[src/rtl/uv_mul_ctrl.sv]
// Issue/return controller for the pipelined multiplier: decodes M-extension multiplies,
// tracks destination tags through the fixed multiplier latency and buffers results for writeback.
module uv_mul_ctrl #(
    parameter int MUL_DW     = 32,
    parameter int PIPE_STAGE = 3,
    parameter int TAG_W      = 5,
    parameter int BUF_DEPTH  = 5
) (
    input  logic              clk,
    input  logic              rst_n,
    input  logic              flush,
    input  logic              in_vld,
    output logic              in_rdy,
    input  logic [1:0]        in_op,
    input  logic [TAG_W-1:0]  in_tag,
    input  logic [MUL_DW-1:0] in_opa,
    input  logic [MUL_DW-1:0] in_opb,
    output logic              mul_req_vld,
    output logic              mul_req_sgn,
    output logic              mul_req_mix,
    output logic              mul_req_low,
    output logic [MUL_DW-1:0] mul_req_opa,
    output logic [MUL_DW-1:0] mul_req_opb,
    input  logic              mul_rsp_vld,
    input  logic [MUL_DW-1:0] mul_rsp_res,
    output logic              out_vld,
    input  logic              out_rdy,
    output logic [TAG_W-1:0]  out_tag,
    output logic [MUL_DW-1:0] out_res,
    output logic              busy,
    output logic              err
);

    localparam int PTR_W = (BUF_DEPTH > 1) ? $clog2(BUF_DEPTH) : 1;
    localparam int CNT_W = $clog2(BUF_DEPTH + PIPE_STAGE + 1);
    localparam int SUM_W = CNT_W + 1;

    logic [PIPE_STAGE-1:0] pipeVld_q, pipeVld_d;
    logic [PIPE_STAGE-1:0] pipeLive_q, pipeLive_d;
    logic [TAG_W-1:0]      pipeTag_q [PIPE_STAGE];
    logic [TAG_W-1:0]      pipeTag_d [PIPE_STAGE];

    logic [CNT_W-1:0]      liveCnt_q, liveCnt_d;
    logic [CNT_W-1:0]      fifoCnt_q, fifoCnt_d;
    logic [PTR_W-1:0]      wrPtr_q, wrPtr_d;
    logic [PTR_W-1:0]      rdPtr_q, rdPtr_d;
    logic [TAG_W-1:0]      fifoTag_q [BUF_DEPTH];
    logic [MUL_DW-1:0]     fifoRes_q [BUF_DEPTH];
    logic                  err_q, err_d;

    logic                  accept;
    logic                  lastVld;
    logic                  lastLive;
    logic                  retire;
    logic                  push;
    logic                  pop;
    logic [SUM_W-1:0]      creditSum;

    function automatic logic [PTR_W-1:0] nextPtr(input logic [PTR_W-1:0] p);
        return (p == PTR_W'(BUF_DEPTH - 1)) ? '0 : p + 1'b1;
    endfunction

    // Credits cover both in-flight and buffered results, so a response always finds FIFO space.
    assign creditSum = SUM_W'(liveCnt_q) + SUM_W'(fifoCnt_q);
    assign in_rdy    = !flush && (creditSum < SUM_W'(BUF_DEPTH));
    assign accept    = in_vld & in_rdy;

    assign lastVld   = pipeVld_q[PIPE_STAGE-1];
    assign lastLive  = pipeLive_q[PIPE_STAGE-1];
    assign retire    = lastVld & lastLive;
    assign push      = mul_rsp_vld & retire;
    assign pop       = out_vld & out_rdy;

    always_comb begin
        mul_req_vld = accept;
        mul_req_low = accept & (in_op == 2'b00);
        mul_req_sgn = accept & (in_op == 2'b01);
        mul_req_mix = accept & (in_op == 2'b10);
        mul_req_opa = in_opa;
        mul_req_opb = in_opb;
    end

    // Squashed entries keep their vld bit so response/tag alignment is still checked.
    always_comb begin
        pipeVld_d     = '0;
        pipeLive_d    = '0;
        for (int i = 0; i < PIPE_STAGE; i++) pipeTag_d[i] = '0;
        pipeVld_d[0]  = accept;
        pipeLive_d[0] = accept;
        pipeTag_d[0]  = in_tag;
        for (int i = 1; i < PIPE_STAGE; i++) begin
            pipeVld_d[i]  = pipeVld_q[i-1];
            pipeLive_d[i] = pipeLive_q[i-1];
            pipeTag_d[i]  = pipeTag_q[i-1];
        end
        if (flush) pipeLive_d = '0;
    end

    always_comb begin
        liveCnt_d = liveCnt_q + CNT_W'(accept) - CNT_W'(retire);
        fifoCnt_d = fifoCnt_q + CNT_W'(push) - CNT_W'(pop);
        wrPtr_d   = push ? nextPtr(wrPtr_q) : wrPtr_q;
        rdPtr_d   = pop  ? nextPtr(rdPtr_q) : rdPtr_q;
        err_d     = err_q | (mul_rsp_vld != lastVld);
        if (flush) begin
            liveCnt_d = '0;
            fifoCnt_d = '0;
            wrPtr_d   = '0;
            rdPtr_d   = '0;
        end
    end

    always_ff @(posedge clk or negedge rst_n) begin
        if (!rst_n) begin
            pipeVld_q  <= '0;
            pipeLive_q <= '0;
            for (int i = 0; i < PIPE_STAGE; i++) pipeTag_q[i] <= '0;
            liveCnt_q  <= '0;
            fifoCnt_q  <= '0;
            wrPtr_q    <= '0;
            rdPtr_q    <= '0;
            err_q      <= 1'b0;
        end else begin
            pipeVld_q  <= pipeVld_d;
            pipeLive_q <= pipeLive_d;
            for (int i = 0; i < PIPE_STAGE; i++) pipeTag_q[i] <= pipeTag_d[i];
            liveCnt_q  <= liveCnt_d;
            fifoCnt_q  <= fifoCnt_d;
            wrPtr_q    <= wrPtr_d;
            rdPtr_q    <= rdPtr_d;
            err_q      <= err_d;
        end
    end

    always_ff @(posedge clk or negedge rst_n) begin
        if (!rst_n) begin
            for (int i = 0; i < BUF_DEPTH; i++) begin
                fifoTag_q[i] <= '0;
                fifoRes_q[i] <= '0;
            end
        end else if (push && !flush) begin
            fifoTag_q[wrPtr_q] <= pipeTag_q[PIPE_STAGE-1];
            fifoRes_q[wrPtr_q] <= mul_rsp_res;
        end
    end

    assign out_vld = (fifoCnt_q != '0);
    assign out_tag = fifoTag_q[rdPtr_q];
    assign out_res = fifoRes_q[rdPtr_q];
    assign busy    = (liveCnt_q != '0) || (fifoCnt_q != '0);
    assign err     = err_q;

endmodule

[config.mk]
export PLATFORM = sky130hd
export DESIGN_NAME = uv_mul_ctrl
export DESIGN_NICKNAME = d
export VERILOG_FILES = /design/src/rtl/uv_mul_ctrl.sv
export SDC_FILE = /design/constraint.sdc
export NUM_CORES = 1
export LEC_CHECK = 0
export BUFFER_PORTS_ARGS = -buffer_cell sky130_fd_sc_hd__clkbuf_2
export CORE_ASPECT_RATIO = 1.1
export CORE_MARGIN = 5
export CORE_UTILIZATION = 45
export DETAILED_ROUTE_END_ITERATION = 7
export PLACE_DENSITY = 0.68
export SLEW_MARGIN = 20
export SYNTH_ARGS = -nofsm -noshare
export SYNTH_HDL_FRONTEND = slang
export SYNTH_SLANG_ARGS = --single-unit
[constraint.sdc]
create_clock -name clk -period 3.57 [get_ports clk]
set_input_delay 0.1785 -clock clk [delete_from_list [all_inputs] [get_ports clk]]
set_output_delay 0.1785 -clock clk [all_outputs]
set_load 0.02 [all_outputs]
## Word level (Yosys, flattened, before mapping)

Index checks and enable logic that the tools add are counted.

| storage, ports and cells | value |
|---|---|
| register bits after elaboration | 221 |
| latch bits | 0 |
| bits in writable memories | 0 |
| memory bits (read-only) | 0 |
| bits of input ports | 109 |
| output and inout bits | 109 |
| word-level logic and storage cells | 77 |
| memories | 0 |

| cells by class | value |
|---|---|
| add/sub/neg operators | 7 |
| multiply operators | 0 |
| divide/modulo/power cells | 0 |
| magnitude comparators | 4 |
| equal/unequal tests | 5 |
| shifts and indexed selects | 0 |
| muxes and demuxes | 21 |
| bitwise gates (word level) | 10 |
| reductions and logical operators | 10 |

Operator list:

| cell | count |
|---|---|
| 160-bit bitwise mux | 1 |
| 32-bit binary-select mux with 3-bit select | 1 |
| 32-bit demux with 3-bit select | 1 |
| 32-bit two-way mux | 3 |
| 25-bit bitwise mux | 1 |
| 3-bit two-way mux | 7 |
| 5-bit binary-select mux with 3-bit select | 1 |
| 5-bit demux with 3-bit select | 1 |
| 5-bit two-way mux | 3 |
| 4-bit by 1-bit adder with 4-bit output | 2 |
| 4-bit >= comparator, second input constant | 2 |
| 4-bit two-way mux | 2 |
| 3-bit NOT with 4-bit output | 2 |
| 4-bit nonzero test | 2 |
| 4-bit by 1-bit subtractor with 4-bit output | 2 |
| 1-bit bitwise AND | 7 |
| 3-bit by 1-bit adder with 3-bit output, second input constant | 2 |
| 3-bit equality test, second input constant | 2 |
| 4-bit by 4-bit adder with 5-bit output | 1 |
| 5-bit by 3-bit < comparator with 1-bit output, second input constant | 1 |
| 4-bit by 1-bit < comparator with 1-bit output, second input constant | 1 |
| 2-bit nonzero test | 2 |
| 1-bit logical AND | 3 |
| 2-bit by 1-bit equality test with 1-bit output, second input constant | 1 |
| 6 further kinds | 6 |

## Depth between registers and ports, before layout

Gate-level depths: netlist of run 1.

| depth | value |
|---|---|
| depth in word-level cells | 7 |
| gate-level depth with buffers | 12 |
| depth with buffers taken out | 12 |

## Worst setup path before layout of run 1

No wires, ideal clock.

| timing path | value |
|---|---|
| kind | reg-to-reg |
| from | register fifoCnt_q[0] |
| to | register liveCnt_q[1] |
| arrival | 2.738 ns |
| setup slack | 0.711 ns |
| cell stages (with the launch flop) | 10 |
| path buffers | 0 |
| clock period less this slack | 2.859 ns |
| cells stage by stage | dfrtp_1 > ha_1 > inv_1 > fa_1 > nor2b_1 > o21ai_1 > nor3b_1 > ha_1 > fa_1 > nor2b_1 |

| between the ends | value |
|---|---|
| word-level cells in the longest chain between the ends | 7 |

Ends and longest elaborated chain:

| what | line | source |
|---|---|---|
| start: declaration | 44 | `logic [CNT_W-1:0] fifoCnt_q, fifoCnt_d;` |
| start signal: assignment | 128 | `fifoCnt_q <= fifoCnt_d;` |
| 4-bit by 4-bit adder with 5-bit output | 64 | `assign creditSum = SUM_W'(liveCnt_q) + SUM_W'(fifoCnt_q);` |
| 5-bit by 3-bit < comparator with 1-bit output | 65 | `assign in_rdy = !flush && (creditSum < SUM_W'(BUF_DEPTH));` |
| 1-bit logical AND | 65 |  |
| 1-bit bitwise AND | 66 | `assign accept = in_vld & in_rdy;` |
| net mul_req_vld | 18 | `output logic mul_req_vld,` |
| 4-bit by 1-bit adder with 4-bit output | 100 | `liveCnt_d = liveCnt_q + CNT_W'(accept) - CNT_W'(retire);` |
| 4-bit by 1-bit subtractor with 4-bit output | 100 |  |
| 4-bit two-way mux | 105 | `if (flush) begin` |
| net liveCnt_d[1] | 43 | `logic [CNT_W-1:0] liveCnt_q, liveCnt_d;` |
| end signal: assignment | 127 | `liveCnt_q <= liveCnt_d;` |
| end: declaration | 43 |  |

The timed path passes the listed nets, and every way through them passes these cells.
A chain may end at the register's enable or synchronous reset.

## Final worst setup path of run 1

| timing path | value |
|---|---|
| from | register rdPtr_q[1] |
| to | output port out_res[5] |

| between the ends | value |
|---|---|
| word-level cells in the longest chain between the ends | 4 |

Ends and longest elaborated chain:

| what | line | source |
|---|---|---|
| start: declaration | 46 | `logic [PTR_W-1:0] rdPtr_q, rdPtr_d;` |
| start signal: assignment | 130 | `rdPtr_q <= rdPtr_d;` |
| 3-bit NOT with 4-bit output (not written as such) | 149 | `assign out_res = fifoRes_q[rdPtr_q];` |
| 32-bit binary-select mux with 3-bit select | 149 |  |
| 32-bit two-way mux (not written as such) (2 in a row) | 149 |  |
| end: declaration | 29 | `output logic [MUL_DW-1:0] out_res,` |

Every way passes these cells. The select of a mux whose other input is x is not followed.

==> results.sh, run 1 <==
export IMPL_status="completed"
export IMPL_die_area_um2=26900
export IMPL_clk_pin_slew_ns=0.06
export IMPL_synthMuxAreaShare_pct=26.6
export IMPL_fp_row_count=59
export IMPL_finalHoldViolations=0
export IMPL_required_ns=3.39
export IMPL_rsz0062_at_grt="false"
export IMPL_fin_util_pct=51.9
export IMPL_whs_path_depth=2
export IMPL_htreeDepth=1
export IMPL_yosysWarnings=0
export IMPL_worstHoldStart="flush"
export IMPL_peakVddDrop_mv=0.348
export IMPL_place_gp_congestion=0.716
export IMPL_worst_pin_slew_ns=0.861
export IMPL_worstSetupEndpointType="output pin"
export IMPL_wl_mm=22.0
export IMPL_arrival_ns=2.63
export IMPL_cts_buffers=25
export IMPL_cap_violations=0
export IMPL_route_detailed_drc=0
export IMPL_path_cells="buf_4 -> mux2i_1 -> or3_1 -> o21ai_0 -> clkbuf_2"
export IMPL_slew_headroom_pct=42.6
export IMPL_seqCellArea_um2=5540
export IMPL_wl_per_cell_um=17.8
export IMPL_grt_max_degree=116
export IMPL_synth_xor_area_share_pct=0.493
export IMPL_layout_commonest_cell="dfrtp_1"
export IMPL_synth_edf_count=0
export IMPL_slew_viol_final=0
export IMPL_cts_sinks=221
export IMPL_final_nets=1044
export IMPL_cp_slowest_cell="dfrtp_4"
export IMPL_fin_setup_tns_ns=0
export IMPL_final_min_clock_period_ns=2.81
export IMPL_synth_simple_area_share_pct=6.50
export IMPL_drive_above_1_share_pct=36.6
export IMPL_yosys_cell_types_count=38
export IMPL_post_dp_hpwl_mm=13.1
export IMPL_port_buffers=89
export IMPL_holdPathEnd="fifoCnt_q[3]"
export IMPL_postRouteAntennaNets=0
export IMPL_root_buffer="clkbuf_16"
export IMPL_viasPerCell=5.29
export IMPL_multi_input_area_um2=4340
export IMPL_cts_tree="done"
export IMPL_fp_coreArea_um2=23500
export IMPL_yosysSeqAreaShare_pct=51.9
export IMPL_antenna_cells=0
export IMPL_finalCritPeriodShare_pct=78.7
export IMPL_layout_common_cells="219 x dfrtp_1, 179 x mux2_2, 88 x clkbuf_2"
export IMPL_synth_fa_ha_area_share_pct=2.67
export IMPL_syn_avg_cell_area_um2=12.5
export IMPL_cts_resized_gates=0
export IMPL_critPathKind="reg -> out"
export IMPL_r2r_end="liveCnt_q[2]"
export IMPL_ys_seq_elements=221
export IMPL_cp_slowest_stage_delay_ns=0.85
export IMPL_clock_path_buffers=3
export IMPL_clk_insertion_delay_late_ns=0.51
export IMPL_timing_hold_ws_ns=0.196
export IMPL_antenna_found_initial=0
export IMPL_cellLeakagePower_nw=5.87
export IMPL_synth_compound_area_share_pct=4.35
export IMPL_start_util_pct=45.4
export IMPL_timing_rr_start="fifoCnt_q[0]"
export IMPL_area_growth_pct=14.3
export IMPL_grt_use_total_pct=16.4
export IMPL_worstRegToRegCells=10
export IMPL_syn_area_um2=10700
export IMPL_die_w_um=157
export IMPL_reg2reg_slack_ns=0.86
export IMPL_vias=6543
export IMPL_syn_nets=982
export IMPL_drt_first_pass_iters=4
export IMPL_skew_ns=0.0163
export IMPL_drt_iter0_markers=228
export IMPL_syn_inst=852
export IMPL_grt_pass1_vias=6896
export IMPL_synth_top_family_by_area="multiplexers"
export IMPL_die_h_um=171
export IMPL_fin_cells=1237
export IMPL_start_kind="flop"
export IMPL_min_delay_path_class="in -> reg"
export IMPL_grt_pass1_wl_mm=35.9
export IMPL_io_pins=218
export IMPL_finalSetupViolCount=0
export IMPL_max_freq_mhz=356
export IMPL_grt_overflow_total=0
export IMPL_fillers=2057
export IMPL_dp_cells=1151
export IMPL_cp_max_fo=35
export IMPL_powerDensity_nw_per_um2=535
export IMPL_synth_async_sr_flop_share_pct=100
export IMPL_synthFlopType="dfrtp_1"
## worst max path at each step
stage                 startpoint            to  slack [ns]  cells past startpoint
finish                rdPtr_q[1]    out_res[5]        0.76                      5
detailed placement  fifoCnt_q[0]  liveCnt_q[2]        0.85                     10
global placement    fifoCnt_q[0]  liveCnt_q[2]        0.92                     10
CTS                   rdPtr_q[1]    out_tag[4]        0.65                      6
global route          rdPtr_q[2]    out_tag[3]        0.58                      5
floorplan           fifoCnt_q[0]  liveCnt_q[1]        0.71                      9
## worst max-delay path: cells and delay by family, from the launching register on
kind | cells | cell delay (ns)
multiplexers | 1 | 0.12
flip-flops | 1 | 0.85
AND/OR/NAND/NOR | 1 | 0.30
AO/OA/AOI/OAI | 1 | 0.13
buffers and inverters | 2 | 0.70
## state kept, by name, indices dropped and copies added, names as in the netlist, 4 cells and up
| register | count |
|---|---|
| fifoRes_q | 160 |
| fifoTag_q | 25 |
| pipeTag_d | 10 |
| pipeTag_q | 5 |
| fifoCnt_q | 4 |
| liveCnt_q | 4 |
## layer usage
metal  global-route usage [%]  wire (um)
met5                        0          0
met4                     4.11        440
met3                     2.92        949
met2                     27.7      10500
met1                     22.1      10100
## per-stage QoR
| step | setup WS [ns] | area [um^2] | total power, mW |
|---|---|---|---|
| 2_1_floorplan | 0.711 | 10700 | 3.60 |
| 3_3_place_gp | 0.917 | 10900 | 3.88 |
| 3_5_place_dp | 0.853 | 10900 | 3.90 |
| 4_1_cts | 0.646 | 12200 | 6.61 |
| 5_1_grt | 0.578 | 12200 | 6.83 |
| 6_report | 0.759 | 12200 | 6.52 |
## kinds of logic (layout without fill, tap and decap cells)
family / after synthesis / count (layout)
AOI/OAI and AO/OA: 90 / 90
xor gates and xnor gates: 6 / 6
and+or+nand+nor: 124 / 124
muxes: 260 / 260
DFF: 221 / 221
adders and majority gates: 21 / 21
buffers and inverters: 130 / 210
## synth_stat cells, drive strengths merged, types with 2 or more instances
cell type  count  area, um^2
nor3           4        20.0
inv           17        63.8
nor2          51         194
a21oi         44         220
nand2          5        18.8
nand3b         3        22.5
dfrtp        221        5530
nor4           2        42.5
mux2i         75         751
or3           37         231
nor3b          2        15.0
a21o           3        22.5
xnor2          5        43.8
a211oi         2        15.0
o21ai         40         200
fa             3        60.1
ha            18         225
clkbuf        21        80.1
mux2         185        2080
nand3          6        50.1
buf           92         662
nor2b          8        50.1
## where the power goes
group / internal, mW / switching (mW) / total (mW)
sequential: 2.63 / 0.111 / 2.74
clock: 1.64 / 1.01 / 2.64
combinational: 0.461 / 0.672 / 1.13
total: 4.73 / 1.79 / 6.52
## cell type report
type / count / share of cell area, %
Clock buffer: 32 / 5.59
Clock inverter: 13 / 1.44
Inverter: 17 / 0.524
Multi-Input combinational cell: 501 / 35.6
Sequential cell: 221 / 45.4
Tap cell: 305 / 3.13
Timing Repair Buffer: 148 / 8.31
## repair_timing
action / CTS / global route
hold buffers: 41 / 0
buffers inserted: 0 / 0
hold endpoints to repair: 281 / 0
No activity file was read; power rests on OpenSTA's default activity.
==> run 2, diff against run 1 <==
==> constraint.sdc (replaced) <==
create_clock -name clk -period 2.66 [get_ports clk]
set_input_delay 0.133 -clock clk [delete_from_list [all_inputs] [get_ports clk]]
set_output_delay 0.133 -clock clk [all_outputs]
set_load 0.02 [all_outputs]
==> results.sh, run 2 (synthesis gave the netlist of run 1 again) <==
export IMPL_rsz0062_at_grt="false"
export IMPL_post_dp_hpwl_mm=13.6
export IMPL_die_area_um2=26900
export IMPL_postRouteAntennaNets=0
export IMPL_fin_ws_ns=0.165
export IMPL_io_pins=218
export IMPL_clk_pin_slew_ns=0.06
export IMPL_r2r_end="liveCnt_q[1]"
export IMPL_grt_pass1_vias=6989
export IMPL_finalHoldViolations=0
export IMPL_place_ws_ns=0.0800
export IMPL_start_util_pct=45.4
export IMPL_worstSetupEndpointType="flop"
export IMPL_combPwrFrac_pct=19.5
export IMPL_largest_reg_flops=160
export IMPL_power_switching_mw=2.33
export IMPL_fin_setup_tns_ns=0
export IMPL_wl_per_cell_um=17.6
export IMPL_required_ns=3.04
export IMPL_cts_buffers=24
export IMPL_wl_mm=22.0
export IMPL_arrival_ns=2.87
export IMPL_grt_max_degree=85
export IMPL_peakVddDrop_mv=0.573
export IMPL_htreeDepth=1
export IMPL_cp_top_family="adder cells"
export IMPL_worstRegToRegCells=9
export IMPL_worst_pin_slew_ns=0.657
export IMPL_layout_common_cells="219 x dfrtp_1, 179 x mux2_2, 85 x clkbuf_2"
export IMPL_fp_row_count=59
export IMPL_regMostFlops="fifoRes_q"
export IMPL_clkPwrFrac_pct=37.0
export IMPL_skew_ns=0.00836
export IMPL_grt_use_total_pct=16.6
export IMPL_cellLeakagePower_nw=5.91
export IMPL_cp_slowest_stage_delay_ns=0.48
export IMPL_antenna_found_initial=0
export IMPL_clock_path_buffers=3
export IMPL_fp_coreArea_um2=23500
export IMPL_grt_overflow_total=0
export IMPL_reg2reg_slack_ns=0.16
export IMPL_finalPower_mw=8.38
export IMPL_drt_first_pass_iters=4
export IMPL_path_buf_inv=1
export IMPL_area_growth_pct=14.9
export IMPL_route_detailed_drc=0
export IMPL_final_nets=1056
export IMPL_finalSetupViolCount=0
export IMPL_clk_insertion_delay_late_ns=0.50
export IMPL_slew_headroom_pct=56.2
export IMPL_internal_power_mw=6.05
export IMPL_cts_sinks=221
export IMPL_design_area_um2=12300
export IMPL_slew_viol_final=0
export IMPL_critPathKind="reg -> reg"
export IMPL_place_area_um2=11000
export IMPL_viasPerCell=5.29
export IMPL_antenna_cells=0
export IMPL_cp_slowest_cell="fa_1"
export IMPL_layout_commonest_cell="dfrtp_1"
export IMPL_path_cells="ha_1 -> inv_1 -> fa_1 -> nor2b_1 -> o21ai_1 -> nor3b_2 -> ha_1 -> fa_1 -> nor2b_1"
export IMPL_drt_iter0_markers=233
export IMPL_die_h_um=171
export IMPL_vias=6593
export IMPL_cap_violations=0
export IMPL_place_gp_congestion=0.729
export IMPL_p_sw_share_pct=27.8
export IMPL_root_buffer="clkbuf_16"
export IMPL_status="completed"
export IMPL_cp_max_fo=3
export IMPL_powerDensity_nw_per_um2=684
export IMPL_drive_above_1_share_pct=37.4
export IMPL_final_min_clock_period_ns=2.50
export IMPL_timing_rr_start="fifoCnt_q[0]"
export IMPL_die_w_um=157
export IMPL_power_frac_seq_pct=43.5
export IMPL_max_freq_mhz=401
export IMPL_port_buffers=89
export IMPL_cts_tree="done"
export IMPL_min_delay_path_class="in -> async"
export IMPL_finalCritPeriodShare_pct=93.8
export IMPL_start_kind="flop"
export IMPL_grt_pass1_wl_mm=36.4
run 2: timing repair:
action	4_1_cts	5_1_grt
hold buffers	42	0
resized for setup	0	8
setup endpoints to repair	2	10
hold endpoints to repair	256	0
cloned	0	0
buffers inserted	4	1
run 2: how the worst max path moves through the flow:
| stage | start | depth (start not counted) | slack, ns | endpoint |
|---|---|---|---|---|
| after floorplan | fifoCnt_q[0] | 9 | 0.08 | liveCnt_q[1] |
| after global placement | fifoCnt_q[2] | 11 | 0.17 | fifoCnt_q[2] |
| after detailed placement | fifoCnt_q[2] | 11 | 0.08 | fifoCnt_q[2] |
| after CTS | rdPtr_q[1] | 6 | 0.03 | out_res[31] |
| after global routing | fifoCnt_q[0] | 8 | 0.001 | mul_req_low |
| final | fifoCnt_q[0] | 9 | 0.16 | liveCnt_q[1] |
run 2: power by group through the flow:
stage	registers, mW	logic [mW]	clock network, mW
floorplan	3.65	1.18	0
global placement	3.71	1.53	0
detailed placement	3.72	1.56	0
CTS	3.66	1.62	3.20
global route	3.66	1.82	3.33
finish	3.64	1.63	3.10
run 2: cell type report:
type,instances,area (um^2)
Tap cell,305,382
Timing Repair Buffer,161,1170
Clock buffer,36,717
Fill cell,2066,11200
Inverter,17,63.8
Multi-Input combinational cell,501,4360
Sequential cell,221,5540
Clock inverter,5,25.0
run 2: metal layers:
metal / vias up / global-route usage (%) / wire length, um
li1: 3068 / - / -
met1: 3363 / 22.2 / 9780
met2: 119 / 28.3 / 10900
met3: 43 / 2.77 / 915
met4: 0 / 4.30 / 410
met5: - / 0 / 0
run 2: worst register-to-register path, stage by stage (launching register included):
cell     delay, ns
dfrtp_1       0.38
ha_1          0.18
inv_1         0.06
fa_1          0.48
nor2b_1       0.15
o21ai_1       0.11
nor3b_2       0.24
ha_1          0.23
fa_1          0.42
nor2b_1       0.15
run 2: stage by stage:
stage               hold WS, ns  utilization, %  instances
floorplan                -0.163               -        852
global placement          0.169            47.0       1158
detailed placement        0.164            47.0       1158
CTS                       0.226            52.1       1245
global route              0.266            52.2       1246
finish                    0.187            52.2       1246
==> run 3, diff against run 2 <==
--- a/config.mk
+++ b/config.mk
@@ -8,9 +8,10 @@
 export BUFFER_PORTS_ARGS = -buffer_cell sky130_fd_sc_hd__clkbuf_2
 export CORE_ASPECT_RATIO = 1.1
 export CORE_MARGIN = 5
-export CORE_UTILIZATION = 45
+export CORE_UTILIZATION = 55
 export DETAILED_ROUTE_END_ITERATION = 7
-export PLACE_DENSITY = 0.68
+export GPL_ROUTABILITY_DRIVEN = 0
+export PLACE_DENSITY = 0.8
 export SLEW_MARGIN = 20
 export SYNTH_ARGS = -nofsm -noshare
 export SYNTH_HDL_FRONTEND = slang
==> results.sh, run 3 (synthesis gave the netlist of run 1 again) <==
export IMPL_startpoint="liveCnt_q[0]"
export IMPL_crit_cells=8
export IMPL_final_min_clock_period_ns=2.53
export IMPL_finalSetupViolCount=0
export IMPL_start_util_pct=55.8
export IMPL_area_growth_pct=13.7
export IMPL_largest_reg_flops=160
export IMPL_cts_buffers=23
export IMPL_required_ns=2.53
export IMPL_clk_insertion_delay_late_ns=0.50
export IMPL_cellLeakagePower_nw=5.85
export IMPL_arrival_ns=2.40
export IMPL_slew_viol_final=0
export IMPL_grt_pass1_wl_mm=35.3
export IMPL_die_w_um=143
export IMPL_rsz0062_at_grt="false"
export IMPL_wl_per_cell_um=18.0
export IMPL_finalCritPeriodShare_pct=95.2
export IMPL_worstRegToRegCells=10
export IMPL_grt_max_degree=83
export IMPL_slew_headroom_pct=66.9
export IMPL_clock_path_buffers=3
export IMPL_fp_row_count=53
export IMPL_worstHoldStart="flush"
export IMPL_post_dp_hpwl_mm=12.3
export IMPL_postRouteAntennaNets=0
export IMPL_cts_tree="done"
export IMPL_io_pins=218
export IMPL_cts_sinks=221
export IMPL_cp_max_fo=5
export IMPL_place_ws_ns=0.0976
export IMPL_drt_iter0_markers=318
export IMPL_skew_ns=0.00655
export IMPL_start_kind="flop"
export IMPL_antenna_cells=0
export IMPL_fin_util_pct=63.5
export IMPL_clk_pin_slew_ns=0.06
export IMPL_die_area_um2=22300
export IMPL_powerDensity_nw_per_um2=681
export IMPL_drt_first_pass_iters=4
export IMPL_cp_slowest_stage_delay_ns=0.47
export IMPL_path_cells="ha_2 -> inv_1 -> fa_1 -> nor2b_1 -> o21ai_1 -> buf_4 -> nor3_1 -> clkbuf_2"
export IMPL_route_detailed_drc=0
export IMPL_min_delay_path_class="in -> reg"
export IMPL_layout_common_cells="219 x dfrtp_1, 179 x mux2_2, 86 x clkbuf_2"
export IMPL_finalHoldViolations=0
export IMPL_port_buffers=89
export IMPL_status="completed"
export IMPL_fin_setup_tns_ns=0
export IMPL_fp_coreArea_um2=19100
export IMPL_crit_path_end="mul_req_mix"
export IMPL_regMostFlops="fifoRes_q"
export IMPL_layout_commonest_cell="dfrtp_1"
export IMPL_timing_rr_start="liveCnt_q[0]"
export IMPL_htreeDepth=1
export IMPL_grt_pass1_vias=7012
export IMPL_peakVddDrop_mv=0.606
export IMPL_reg2reg_slack_ns=0.17
export IMPL_cp_slowest_cell="fa_1"
export IMPL_drive_above_1_share_pct=36.9
export IMPL_critPathKind="reg -> out"
export IMPL_wl_mm=21.2
export IMPL_cap_violations=0
export IMPL_viasPerCell=5.56
export IMPL_r2r_end="liveCnt_q[2]"
export IMPL_max_freq_mhz=395
export IMPL_final_nets=1047
export IMPL_root_buffer="clkbuf_16"
export IMPL_grt_use_total_pct=19.5
export IMPL_vias=6544
export IMPL_cp_top_family="adder cells"
export IMPL_antenna_found_initial=0
export IMPL_grt_overflow_total=0
export IMPL_worst_pin_slew_ns=0.496
export IMPL_worstSetupEndpointType="output pin"
export IMPL_path_buf_inv=3
export IMPL_fin_ws_ns=0.128
export IMPL_die_h_um=156
run 3: metrics by stage:
stage               hold slack, ns  total power, mW  instance area (um^2)  std cells
finish                      0.0195             8.26                 12100       1177
CTS                        0.00195             8.31                 12100       1176
floorplan                   -0.163             4.84                 10700        852
global route                0.0296             8.69                 12100       1177
detailed placement          0.0415             5.25                 11000       1097
global placement            0.0416             5.23                 11000       1097
run 3: worst min path at each step:
stage / to / slack, ns / cells after the start
3_5_place_dp: fifoRes_q[57] / 0.04 / 1
3_3_place_gp: fifoRes_q[121] / 0.04 / 1
4_1_cts: pipeVld_q[0] / 0.002 / 4
2_1_floorplan: err / -0.16 / 0
5_1_grt: pipeVld_q[0] / 0.03 / 4
6_report: pipeVld_q[0] / 0.02 / 4
run 3: metal layers:
layer  vias up  wire (um)  global-route usage, %
met5         -          0                      0
met4         0        453                   5.66
met3        43        922                   2.97
li1       3058          -                      -
met1      3327       9380                   25.9
met2       116      10400                   33.3
run 3: cell type report:
class                           instances  area [um^2]
Timing Repair Buffer                  153         1160
Multi-Input combinational cell        501         4360
Clock buffer                           34          677
Clock inverter                          4         20.0
Tap cell                              247          309
Inverter                               17         63.8
Sequential cell                       221         5540
Fill cell                            1484         6980
run 3: timing repair:
item / in CTS / in global routing
hold buffers: 41 / 0
gates resized for setup: 0 / 7
buffers inserted: 0 / 1
hold endpoints to repair: 352 / 0
setup endpoints to repair: 0 / 9
run 3: power by group:
part           internal (mW)  switching (mW)  leakage (nW)
Sequential              3.53           0.124          3.03
Combinational          0.685           0.948          2.47
Clock                   1.74            1.23         0.348
Total                   5.96            2.30          5.85
run 3: worst reg2reg max path, stage by stage, from the launching register on:
cell	delay [ns]
dfrtp_1	0.40
ha_2	0.20
inv_1	0.07
fa_1	0.40
nor2b_1	0.14
o21ai_1	0.23
nor3b_2	0.09
ha_1	0.23
fa_1	0.38
xnor2_1	0.16
nor2_1	0.05
